<file path="config.mk">
export PLATFORM = sky130hd
export DESIGN_NAME = mc_controller_flat
export DESIGN_NICKNAME = d
export VERILOG_FILES = /design/src/rtl/mc_pkg.sv /design/src/rtl/mc_controller_if.sv /design/src/rtl/mc_decode.sv /design/src/rtl/mc_controller.sv /design/src/flat_wrapper.sv
export SDC_FILE = /design/constraint.sdc
export NUM_CORES = 1
export LEC_CHECK = 0
export ABC_AREA = 1
export ABC_CLOCK_PERIOD_IN_PS = 1390
export BUFFER_PORTS_ARGS = -buffer_cell sky130_fd_sc_hd__buf_2
export CAP_MARGIN = 20
export CORE_MARGIN = 4
export CORE_UTILIZATION = 25
export CTS_CLUSTER_SIZE = 16
export DETAILED_ROUTE_END_ITERATION = 6
export SLEW_MARGIN = 20
export SYNTH_ARGS = -nofsm -noshare
export SYNTH_HDL_FRONTEND = slang
export SYNTH_SLANG_ARGS = --single-unit
</file>
<file path="constraint.sdc">
create_clock -name clk -period 1.39 [get_ports clk]
set_input_delay 0.139 -clock clk [delete_from_list [all_inputs] [get_ports clk]]
set_output_delay 0.139 -clock clk [all_outputs]
set_load 0.03 [all_outputs]
</file>
<file path="src/rtl/mc_pkg.sv">
// Shared encodings for the multi-cycle MIPS sequencer: states, opcode/funct/rt
// constants, datapath select encodings and the decoded instruction class.
package mc_pkg;

    typedef enum logic [2:0] {
        ST_FETCH  = 3'd0,
        ST_DECODE = 3'd1,
        ST_EXEC   = 3'd2,
        ST_MEM    = 3'd3,
        ST_WB     = 3'd4
    } state_e;

    localparam logic [5:0] OP_RTYPE  = 6'h00;
    localparam logic [5:0] OP_REGIMM = 6'h01;
    localparam logic [5:0] OP_J      = 6'h02;
    localparam logic [5:0] OP_JAL    = 6'h03;
    localparam logic [5:0] OP_BEQ    = 6'h04;
    localparam logic [5:0] OP_BNE    = 6'h05;
    localparam logic [5:0] OP_BLEZ   = 6'h06;
    localparam logic [5:0] OP_BGTZ   = 6'h07;
    localparam logic [5:0] OP_SLTI   = 6'h0A;
    localparam logic [5:0] OP_SLTIU  = 6'h0B;
    localparam logic [5:0] OP_ORI    = 6'h0D;
    localparam logic [5:0] OP_LUI    = 6'h0F;
    localparam logic [5:0] OP_LW     = 6'h23;
    localparam logic [5:0] OP_SW     = 6'h2B;

    localparam logic [5:0] FN_JR     = 6'h08;
    localparam logic [5:0] FN_ADDU   = 6'h21;
    localparam logic [5:0] FN_SUBU   = 6'h23;

    localparam logic [4:0] RT_BLTZ   = 5'd0;
    localparam logic [4:0] RT_BGEZ   = 5'd1;

    localparam logic [1:0] PC_PLUS4  = 2'b00;
    localparam logic [1:0] PC_BRANCH = 2'b01;
    localparam logic [1:0] PC_JUMP   = 2'b10;
    localparam logic [1:0] PC_RS     = 2'b11;

    localparam logic [2:0] BR_NONE   = 3'b000;
    localparam logic [2:0] BR_BEQ    = 3'b001;
    localparam logic [2:0] BR_BNE    = 3'b010;
    localparam logic [2:0] BR_BGEZ   = 3'b011;
    localparam logic [2:0] BR_BLTZ   = 3'b100;
    localparam logic [2:0] BR_BGTZ   = 3'b101;
    localparam logic [2:0] BR_BLEZ   = 3'b110;

    localparam logic [1:0] RD_RT     = 2'b00;
    localparam logic [1:0] RD_RD     = 2'b01;
    localparam logic [1:0] RD_RA     = 2'b10;

    localparam logic [1:0] RS_ALU    = 2'b00;
    localparam logic [1:0] RS_MEM    = 2'b01;
    localparam logic [1:0] RS_LINK   = 2'b10;
    localparam logic [1:0] RS_SLT    = 2'b11;

    localparam logic [2:0] ALU_ADD   = 3'b000;
    localparam logic [2:0] ALU_SUB   = 3'b001;
    localparam logic [2:0] ALU_OR    = 3'b010;
    localparam logic [2:0] ALU_SLT   = 3'b011;
    localparam logic [2:0] ALU_SLTU  = 3'b100;

    localparam logic [1:0] EXT_ZERO  = 2'b00;
    localparam logic [1:0] EXT_LUI   = 2'b01;
    localparam logic [1:0] EXT_SIGN  = 2'b10;

    // One-hot instruction class; all-zero means unknown (executed as nop).
    typedef struct packed {
        logic alu_r;
        logic ori;
        logic lui;
        logic slt;
        logic lw;
        logic sw;
        logic branch;
        logic jr;
        logic j;
        logic jal;
    } cls_t;

endpackage

</file>
<file path="src/rtl/mc_controller_if.sv">
// Controller <-> datapath/memory signal bundle. master = sequencer side,
// slave = datapath side.
interface mc_controller_if;
    logic [5:0] op;
    logic [5:0] func;
    logic [4:0] rt;
    logic       branch_taken;
    logic       mem_ready;
    logic       mem_req;
    logic       memRE;
    logic       memWE;
    logic       ir_we;
    logic       pc_we;
    logic [1:0] pc_src;
    logic [2:0] br_type;
    logic       regWE;
    logic [1:0] regDst;
    logic [1:0] regStr;
    logic       ALUSrc;
    logic [2:0] ALUOp;
    logic [1:0] EXTOp;
    logic       instr_done;
    logic [2:0] state;

    modport master (
        input  op, func, rt, branch_taken, mem_ready,
        output mem_req, memRE, memWE, ir_we, pc_we, pc_src, br_type,
               regWE, regDst, regStr, ALUSrc, ALUOp, EXTOp, instr_done, state
    );

    modport slave (
        output op, func, rt, branch_taken, mem_ready,
        input  mem_req, memRE, memWE, ir_we, pc_we, pc_src, br_type,
               regWE, regDst, regStr, ALUSrc, ALUOp, EXTOp, instr_done, state
    );
endinterface

</file>
<file path="src/rtl/mc_decode.sv">
// Combinational instruction decoder: IR fields to one-hot class plus the
// static datapath selects that do not depend on the sequencer state.
module mc_decode
    import mc_pkg::*;
(
    input  logic [5:0] op_i,
    input  logic [5:0] func_i,
    input  logic [4:0] rt_i,
    output cls_t       cls_o,
    output logic [2:0] alu_op_o,
    output logic [1:0] ext_op_o,
    output logic       alu_src_o,
    output logic [1:0] reg_dst_o,
    output logic [1:0] reg_str_o,
    output logic [2:0] br_type_o
);

    always_comb begin
        cls_o     = '0;
        alu_op_o  = ALU_ADD;
        ext_op_o  = EXT_ZERO;
        alu_src_o = 1'b0;
        reg_dst_o = RD_RT;
        reg_str_o = RS_ALU;
        br_type_o = BR_NONE;
        case (op_i)
            OP_RTYPE: begin
                case (func_i)
                    FN_ADDU: begin
                        cls_o.alu_r = 1'b1;
                        reg_dst_o   = RD_RD;
                    end
                    FN_SUBU: begin
                        cls_o.alu_r = 1'b1;
                        alu_op_o    = ALU_SUB;
                        reg_dst_o   = RD_RD;
                    end
                    FN_JR:   cls_o.jr = 1'b1;
                    default: ;
                endcase
            end
            OP_REGIMM: begin
                case (rt_i)
                    RT_BGEZ: begin
                        cls_o.branch = 1'b1;
                        br_type_o    = BR_BGEZ;
                        ext_op_o     = EXT_SIGN;
                    end
                    RT_BLTZ: begin
                        cls_o.branch = 1'b1;
                        br_type_o    = BR_BLTZ;
                        ext_op_o     = EXT_SIGN;
                    end
                    default: ;
                endcase
            end
            OP_J:   cls_o.j = 1'b1;
            OP_JAL: begin
                cls_o.jal = 1'b1;
                reg_dst_o = RD_RA;
                reg_str_o = RS_LINK;
            end
            OP_BEQ, OP_BNE, OP_BLEZ, OP_BGTZ: begin
                cls_o.branch = 1'b1;
                ext_op_o     = EXT_SIGN;
                case (op_i)
                    OP_BEQ:  br_type_o = BR_BEQ;
                    OP_BNE:  br_type_o = BR_BNE;
                    OP_BLEZ: br_type_o = BR_BLEZ;
                    default: br_type_o = BR_BGTZ;
                endcase
            end
            OP_SLTI, OP_SLTIU: begin
                cls_o.slt = 1'b1;
                alu_op_o  = (op_i == OP_SLTI) ? ALU_SLT : ALU_SLTU;
                ext_op_o  = EXT_SIGN;
                alu_src_o = 1'b1;
                reg_str_o = RS_SLT;
            end
            OP_ORI: begin
                cls_o.ori = 1'b1;
                alu_op_o  = ALU_OR;
                alu_src_o = 1'b1;
            end
            OP_LUI: begin
                cls_o.lui = 1'b1;
                alu_op_o  = ALU_OR;
                ext_op_o  = EXT_LUI;
                alu_src_o = 1'b1;
            end
            OP_LW: begin
                cls_o.lw  = 1'b1;
                ext_op_o  = EXT_SIGN;
                alu_src_o = 1'b1;
                reg_str_o = RS_MEM;
            end
            OP_SW: begin
                cls_o.sw  = 1'b1;
                ext_op_o  = EXT_SIGN;
                alu_src_o = 1'b1;
            end
            default: ;
        endcase
    end

endmodule

</file>
<file path="src/rtl/mc_controller.sv">
// Multi-cycle MIPS sequencer: FETCH/DECODE/EXEC/MEM/WB state machine driving
// datapath strobes and selects, stalling on the shared memory port.
module mc_controller
    import mc_pkg::*;
(
    input  logic            clk,
    input  logic            reset,
    mc_controller_if.master bus
);

    state_e     state_q, state_d;
    cls_t       cls;
    logic       known;
    logic [2:0] dec_alu_op;
    logic [1:0] dec_ext_op;
    logic       dec_alu_src;
    logic [1:0] dec_reg_dst;
    logic [1:0] dec_reg_str;
    logic [2:0] dec_br_type;

    mc_decode u_decode (
        .op_i      (bus.op),
        .func_i    (bus.func),
        .rt_i      (bus.rt),
        .cls_o     (cls),
        .alu_op_o  (dec_alu_op),
        .ext_op_o  (dec_ext_op),
        .alu_src_o (dec_alu_src),
        .reg_dst_o (dec_reg_dst),
        .reg_str_o (dec_reg_str),
        .br_type_o (dec_br_type)
    );

    assign known     = |cls;
    assign bus.state = state_q;

    always_ff @(posedge clk) begin
        if (reset) state_q <= ST_FETCH;
        else       state_q <= state_d;
    end

    always_comb begin
        state_d = ST_FETCH;
        case (state_q)
            ST_FETCH:  state_d = bus.mem_ready ? ST_DECODE : ST_FETCH;
            ST_DECODE: state_d = (cls.j || !known) ? ST_FETCH : ST_EXEC;
            ST_EXEC: begin
                if (cls.lw || cls.sw)
                    state_d = ST_MEM;
                else if (cls.alu_r || cls.ori || cls.lui || cls.slt || cls.jal)
                    state_d = ST_WB;
                else
                    state_d = ST_FETCH;
            end
            ST_MEM: begin
                if (!bus.mem_ready) state_d = ST_MEM;
                else if (cls.lw)    state_d = ST_WB;
                else                state_d = ST_FETCH;
            end
            default:   state_d = ST_FETCH;
        endcase
    end

    // Reset gates every output so an abandoned instruction cannot commit anything.
    always_comb begin
        bus.mem_req    = 1'b0;
        bus.memRE      = 1'b0;
        bus.memWE      = 1'b0;
        bus.ir_we      = 1'b0;
        bus.pc_we      = 1'b0;
        bus.pc_src     = PC_PLUS4;
        bus.br_type    = BR_NONE;
        bus.regWE      = 1'b0;
        bus.regDst     = RD_RT;
        bus.regStr     = RS_ALU;
        bus.ALUSrc     = 1'b0;
        bus.ALUOp      = ALU_ADD;
        bus.EXTOp      = EXT_ZERO;
        bus.instr_done = 1'b0;
        if (!reset) begin
            if (state_q inside {ST_DECODE, ST_EXEC, ST_MEM, ST_WB}) begin
                bus.ALUSrc = dec_alu_src;
                bus.ALUOp  = dec_alu_op;
                bus.EXTOp  = dec_ext_op;
            end
            case (state_q)
                ST_FETCH: begin
                    bus.mem_req = 1'b1;
                    bus.memRE   = 1'b1;
                    bus.ir_we   = bus.mem_ready;
                    bus.pc_we   = bus.mem_ready;
                end
                ST_DECODE: begin
                    if (cls.j) begin
                        bus.pc_we      = 1'b1;
                        bus.pc_src     = PC_JUMP;
                        bus.instr_done = 1'b1;
                    end else if (!known) begin
                        bus.instr_done = 1'b1;
                    end
                end
                ST_EXEC: begin
                    if (cls.branch) begin
                        bus.br_type    = dec_br_type;
                        bus.pc_we      = bus.branch_taken;
                        bus.pc_src     = PC_BRANCH;
                        bus.instr_done = 1'b1;
                    end else if (cls.jr) begin
                        bus.pc_we      = 1'b1;
                        bus.pc_src     = PC_RS;
                        bus.instr_done = 1'b1;
                    end else if (cls.jal) begin
                        bus.pc_we      = 1'b1;
                        bus.pc_src     = PC_JUMP;
                    end
                end
                ST_MEM: begin
                    bus.mem_req    = 1'b1;
                    bus.memRE      = cls.lw;
                    bus.memWE      = cls.sw;
                    bus.instr_done = cls.sw && bus.mem_ready;
                end
                ST_WB: begin
                    bus.regWE      = 1'b1;
                    bus.instr_done = 1'b1;
                    bus.regDst     = dec_reg_dst;
                    bus.regStr     = dec_reg_str;
                end
                default: ;
            endcase
        end
    end

endmodule

</file>
<file path="src/flat_wrapper.sv">
// flat-port wrapper written by rule: the top's interface ports become plain ports
module mc_controller_flat import mc_pkg::*;
  (clk, reset, bus_op, bus_func, bus_rt, bus_branch_taken, bus_mem_ready, bus_mem_req, bus_memRE, bus_memWE, bus_ir_we, bus_pc_we, bus_pc_src, bus_br_type, bus_regWE, bus_regDst, bus_regStr, bus_ALUSrc, bus_ALUOp, bus_EXTOp, bus_instr_done, bus_state);
  mc_controller_if bus_i ();
  input  logic clk;
  input  logic reset;
  input wire logic [$bits(bus_i.op)-1:0] bus_op;
  input wire logic [$bits(bus_i.func)-1:0] bus_func;
  input wire logic [$bits(bus_i.rt)-1:0] bus_rt;
  input wire logic [$bits(bus_i.branch_taken)-1:0] bus_branch_taken;
  input wire logic [$bits(bus_i.mem_ready)-1:0] bus_mem_ready;
  output wire logic [$bits(bus_i.mem_req)-1:0] bus_mem_req;
  output wire logic [$bits(bus_i.memRE)-1:0] bus_memRE;
  output wire logic [$bits(bus_i.memWE)-1:0] bus_memWE;
  output wire logic [$bits(bus_i.ir_we)-1:0] bus_ir_we;
  output wire logic [$bits(bus_i.pc_we)-1:0] bus_pc_we;
  output wire logic [$bits(bus_i.pc_src)-1:0] bus_pc_src;
  output wire logic [$bits(bus_i.br_type)-1:0] bus_br_type;
  output wire logic [$bits(bus_i.regWE)-1:0] bus_regWE;
  output wire logic [$bits(bus_i.regDst)-1:0] bus_regDst;
  output wire logic [$bits(bus_i.regStr)-1:0] bus_regStr;
  output wire logic [$bits(bus_i.ALUSrc)-1:0] bus_ALUSrc;
  output wire logic [$bits(bus_i.ALUOp)-1:0] bus_ALUOp;
  output wire logic [$bits(bus_i.EXTOp)-1:0] bus_EXTOp;
  output wire logic [$bits(bus_i.instr_done)-1:0] bus_instr_done;
  output wire logic [$bits(bus_i.state)-1:0] bus_state;
  assign bus_i.op = bus_op;
  assign bus_i.func = bus_func;
  assign bus_i.rt = bus_rt;
  assign bus_i.branch_taken = bus_branch_taken;
  assign bus_i.mem_ready = bus_mem_ready;
  assign bus_mem_req = bus_i.mem_req;
  assign bus_memRE = bus_i.memRE;
  assign bus_memWE = bus_i.memWE;
  assign bus_ir_we = bus_i.ir_we;
  assign bus_pc_we = bus_i.pc_we;
  assign bus_pc_src = bus_i.pc_src;
  assign bus_br_type = bus_i.br_type;
  assign bus_regWE = bus_i.regWE;
  assign bus_regDst = bus_i.regDst;
  assign bus_regStr = bus_i.regStr;
  assign bus_ALUSrc = bus_i.ALUSrc;
  assign bus_ALUOp = bus_i.ALUOp;
  assign bus_EXTOp = bus_i.EXTOp;
  assign bus_instr_done = bus_i.instr_done;
  assign bus_state = bus_i.state;
  mc_controller u_core (.clk(clk), .reset(reset), .bus(bus_i));
endmodule
</file>
==> reports/metrics.csv <==
stage,metric,value,unit
run_status,status,"finished, violations left",
run_status,failed_checks,setup timing,
route,wl_per_cell,12.18,um
route,drc_errors,0,
critical_path,crit_top_cell,buf_6,
floorplan,die_x,61.08,um
yosys,synth-seq-cells,3,
pwr,power_switching,0.2071,mW
yosys,syn-mean-instance-area,5.032,sq um
floorplan,io_pins,46,
final_layout,final_core_util,62.42,%
timing,worst_hold_slack,176.6,ps
yosys,ys_seq_area_share,8.526,%
clock_tree,cts_htree_levels,1,
critical_path,path_class,register to output port,
global_route,antenna_found_initial,0,
critical_path,worst-r2r-setup-slack,270,ps
global_route,grt_start_max_net_pins,11,
min_path,worstHoldStart,bus_mem_ready,
place,io_buffers,45,
global_route,grt_overflow,0,
yosys,netlist_instances,140,
route,routed_via_density,4.765,
critical_path,path_cells,nor3_4 > buf_6 > nand3_1 > a31oi_4 > buf_6,
yosys,synthFlopType,dfxtp_1,
yosys,synth_top_cell_by_area,nor2_1,
yosys,yosysTopAreaCellShare,17.58,%
timing,hold_violations,0,
critical_path,r2r_end,u_core.bus.state[0]$_SDFF_PP0_,
min_path,holdPathEnd,u_core.bus.state[2]$_SDFF_PP0_,
pwr,pwr-share-clk,31.1,%
floorplan,start_util,27.20,%
route,ant_nets,0,
route,drtIter0Drc,35,
global_route,grt_pass1_wl,4733,um
place,placed_area,1340,sq um
critical_path,slowest_stage,dfxtp_4,
timing,post-route-period-util,118.1,%
clock_tree,clk_pin_slew_worst_paths,40,ps
timing,fin_ws,-251.7,ps
route,totalWireLength,3009,um
final_layout,antenna_cells,0,
pwr,p_int,0.2947,mW
floorplan,rows,18,
floorplan,dieArea,3731,sq um
clock_tree,cts_tree,yes,
yosys,ys_warn_count,0,
clock_tree,root_buffer,clkbuf_4,
yosys,async_flop_share,0,%
pwr,pwr-share-seq,18.2,%
critical_path,r2r_cells,6,
critical_path,crit_arrival,1500,ps
timing,fmax,609.1,MHz
final_layout,drive_gt1_share,62.67,%
critical_path,end_kind,output port,
final_layout,fillers,242,
critical_path,cp_num_cells,5,
clock_tree,cts_buffers,3,
min_path,min_path_type,input port to register,
clock_tree,cts.sinks,3,
final_layout,fin_nets,239,
route,firstDrtPassIters,4,
yosys,yosysMostFrequentCell,nor2_1,
clock_tree,ctsHoldBuffers,0,
clock_tree,clk_latency,240,ps
floorplan,die-height,61.08,um
critical_path,r2r-start,u_core.bus.state[2]$_SDFF_PP0_,
pwr,combPwrFrac,50.7,%
timing,rsz0062_at_grt,true,
min_path,holdPathStages,3,
timing,worst_pin_slew,342.9,ps
critical_path,critical-path-top-delay-family,simple AND/OR/NAND/NOR gates,
yosys,synth-edff-count,0,
floorplan,coreArea,2590,sq um
timing,tns,-2926,ps
pwr,swShare,41.27,%
final_layout,syn_to_final_growth,129.5,%
place,pre_cts_ws,-149.1,ps
yosys,synth_area,704.4,sq um
timing,relSlewSlack,76.90,%
final_layout,design_area,1617,sq um
critical_path,slowest_delay,370,ps
place,gp_congestion,0.8183,
timing,slew_viol_final,0,
critical_path,cp_max_fo,4,
timing,setup_viol,20,
place,hpwl,2445,um
critical_path,path_buf_inv,2,
timing,fin_crit,1642,ps
global_route,track_usage,16.47,%
critical_path,worstSetupStartpointType,register,
run,cap_violations,0,
critical_path,required,1250,ps
pwr,leakage,0.7975,nW
yosys,synth.area.top_cells,"nor2_1 (18%), inv_1 (13%), nand2_1 (12%), dfxtp_1 (8.5%), nand3_1 (7.8%)",
yosys,synth.net_count,161,
yosys,synthTopCellsByCount,"nor2_1 (33), inv_1 (25), nand2_1 (22)",
global_route,grt_pass1_vias,1130,
yosys,synth.distinct_cells,22,
clock_tree,cts_buffer_depth,2,
timing,fin_worst_skew,8.491,ps
final_layout,largest_reg_flops,3,
pwr,p_per_area,310.4,nW/um^2
pwr,peakVddDrop,0.2865,mV
route,vias,1177,
[power groups by stage]
| stage | clock network (mW) | registers [mW] | logic [mW] |
|---|---|---|---|
| 2_1_floorplan | 0 | 0.0947 | 0.118 |
| 3_3_place_gp | 0 | 0.0904 | 0.220 |
| 3_5_place_dp | 0 | 0.0906 | 0.224 |
| 4_1_cts | 0.158 | 0.0912 | 0.244 |
| 5_1_grt | 0.168 | 0.0916 | 0.276 |
| 6_report | 0.156 | 0.0912 | 0.255 |
[worst min-delay path, stage by stage]
cell	delay [ps]
buf_2	120
nand2_1	60
a21oi_1	50
[final cells by class]
cell class                 count  area, sq um  share of cell area (%)
sequential                     3        71.32                   4.412
inverter                      27        106.4                   6.579
multi-input combinational    109        824.5                   51.01
timing repair buffer          74        550.5                   34.06
clock buffer                   4        26.28                   1.625
tap                           30        37.54                   2.322
[what timing repair did]
action | 4_1_cts | 5_1_grt
pin swaps | 13 | 10
setup buffers | 1 | 2
endpoints found under the setup margin | 20 | 21
resized for setup | 44 | 28
cloned | 0 | 0
[stage by stage]
step	instances	power [mW]
6_report	247	0.5018
3_5_place_dp	241	0.3145
3_3_place_gp	241	0.3103
4_1_cts	245	0.4925
5_1_grt	247	0.5356
2_1_floorplan	140	0.2130
[metal layers]
layer	part of all wire (%)	track usage (%)	up-vias
li1	-	-	608
met1	39	19.55	515
met2	53	30.21	50
met3	6.5	2.096	4
met4	1.1	5.573	0
met5	0	0	-
[placed cells by master, fill, tap and decap left out, types with 2 or more instances in the layout]
cell type / netlist / layout
buf_4: 0 / 31
buf_2: 0 / 28
nor2_1: 33 / 20
inv_1: 25 / 19
nand2_1: 22 / 15
buf_6: 0 / 14
nor2_4: 2 / 13
nand3_1: 11 / 8
nand2_2: 5 / 6
inv_2: 2 / 6
nand2_4: 0 / 6
nor2_2: 4 / 6
a21oi_1: 8 / 4
nand4_1: 4 / 4
a21oi_4: 0 / 4
nand3_2: 1 / 3
clkbuf_4: 0 / 3
dfxtp_4: 0 / 3
inv_4: 0 / 2
nand3b_1: 2 / 2
nor3_1: 3 / 2
nor4_4: 0 / 2
o21ai_2: 0 / 2
nor3_2: 2 / 2
o21ai_0: 5 / 2
[worst max path at each step]
stage / slack, ps / startpoint / end
2_1_floorplan: -50 / u_core.bus.state[1]$_SDFF_PP0_ / bus_br_type[0]
3_3_place_gp: -130 / bus_op[2] / bus_instr_done
3_5_place_dp: -150 / bus_op[2] / bus_instr_done
4_1_cts: -240 / u_core.bus.state[2]$_SDFF_PP0_ / bus_ALUOp[2]
5_1_grt: -300 / u_core.bus.state[1]$_SDFF_PP0_ / bus_EXTOp[0]
6_report: -250 / u_core.bus.state[2]$_SDFF_PP0_ / bus_pc_we
[cells by family (layout without fill, tap and decap cells)]
family / count (synthesis) / after routing / synth area share [%]
buf+inv: 28 / 105 / 14.92
simple gates: 91 / 91 / 62.16
flops: 3 / 3 / 8.526
compound gates: 18 / 18 / 14.39
(Power assumes the default switching activity.)
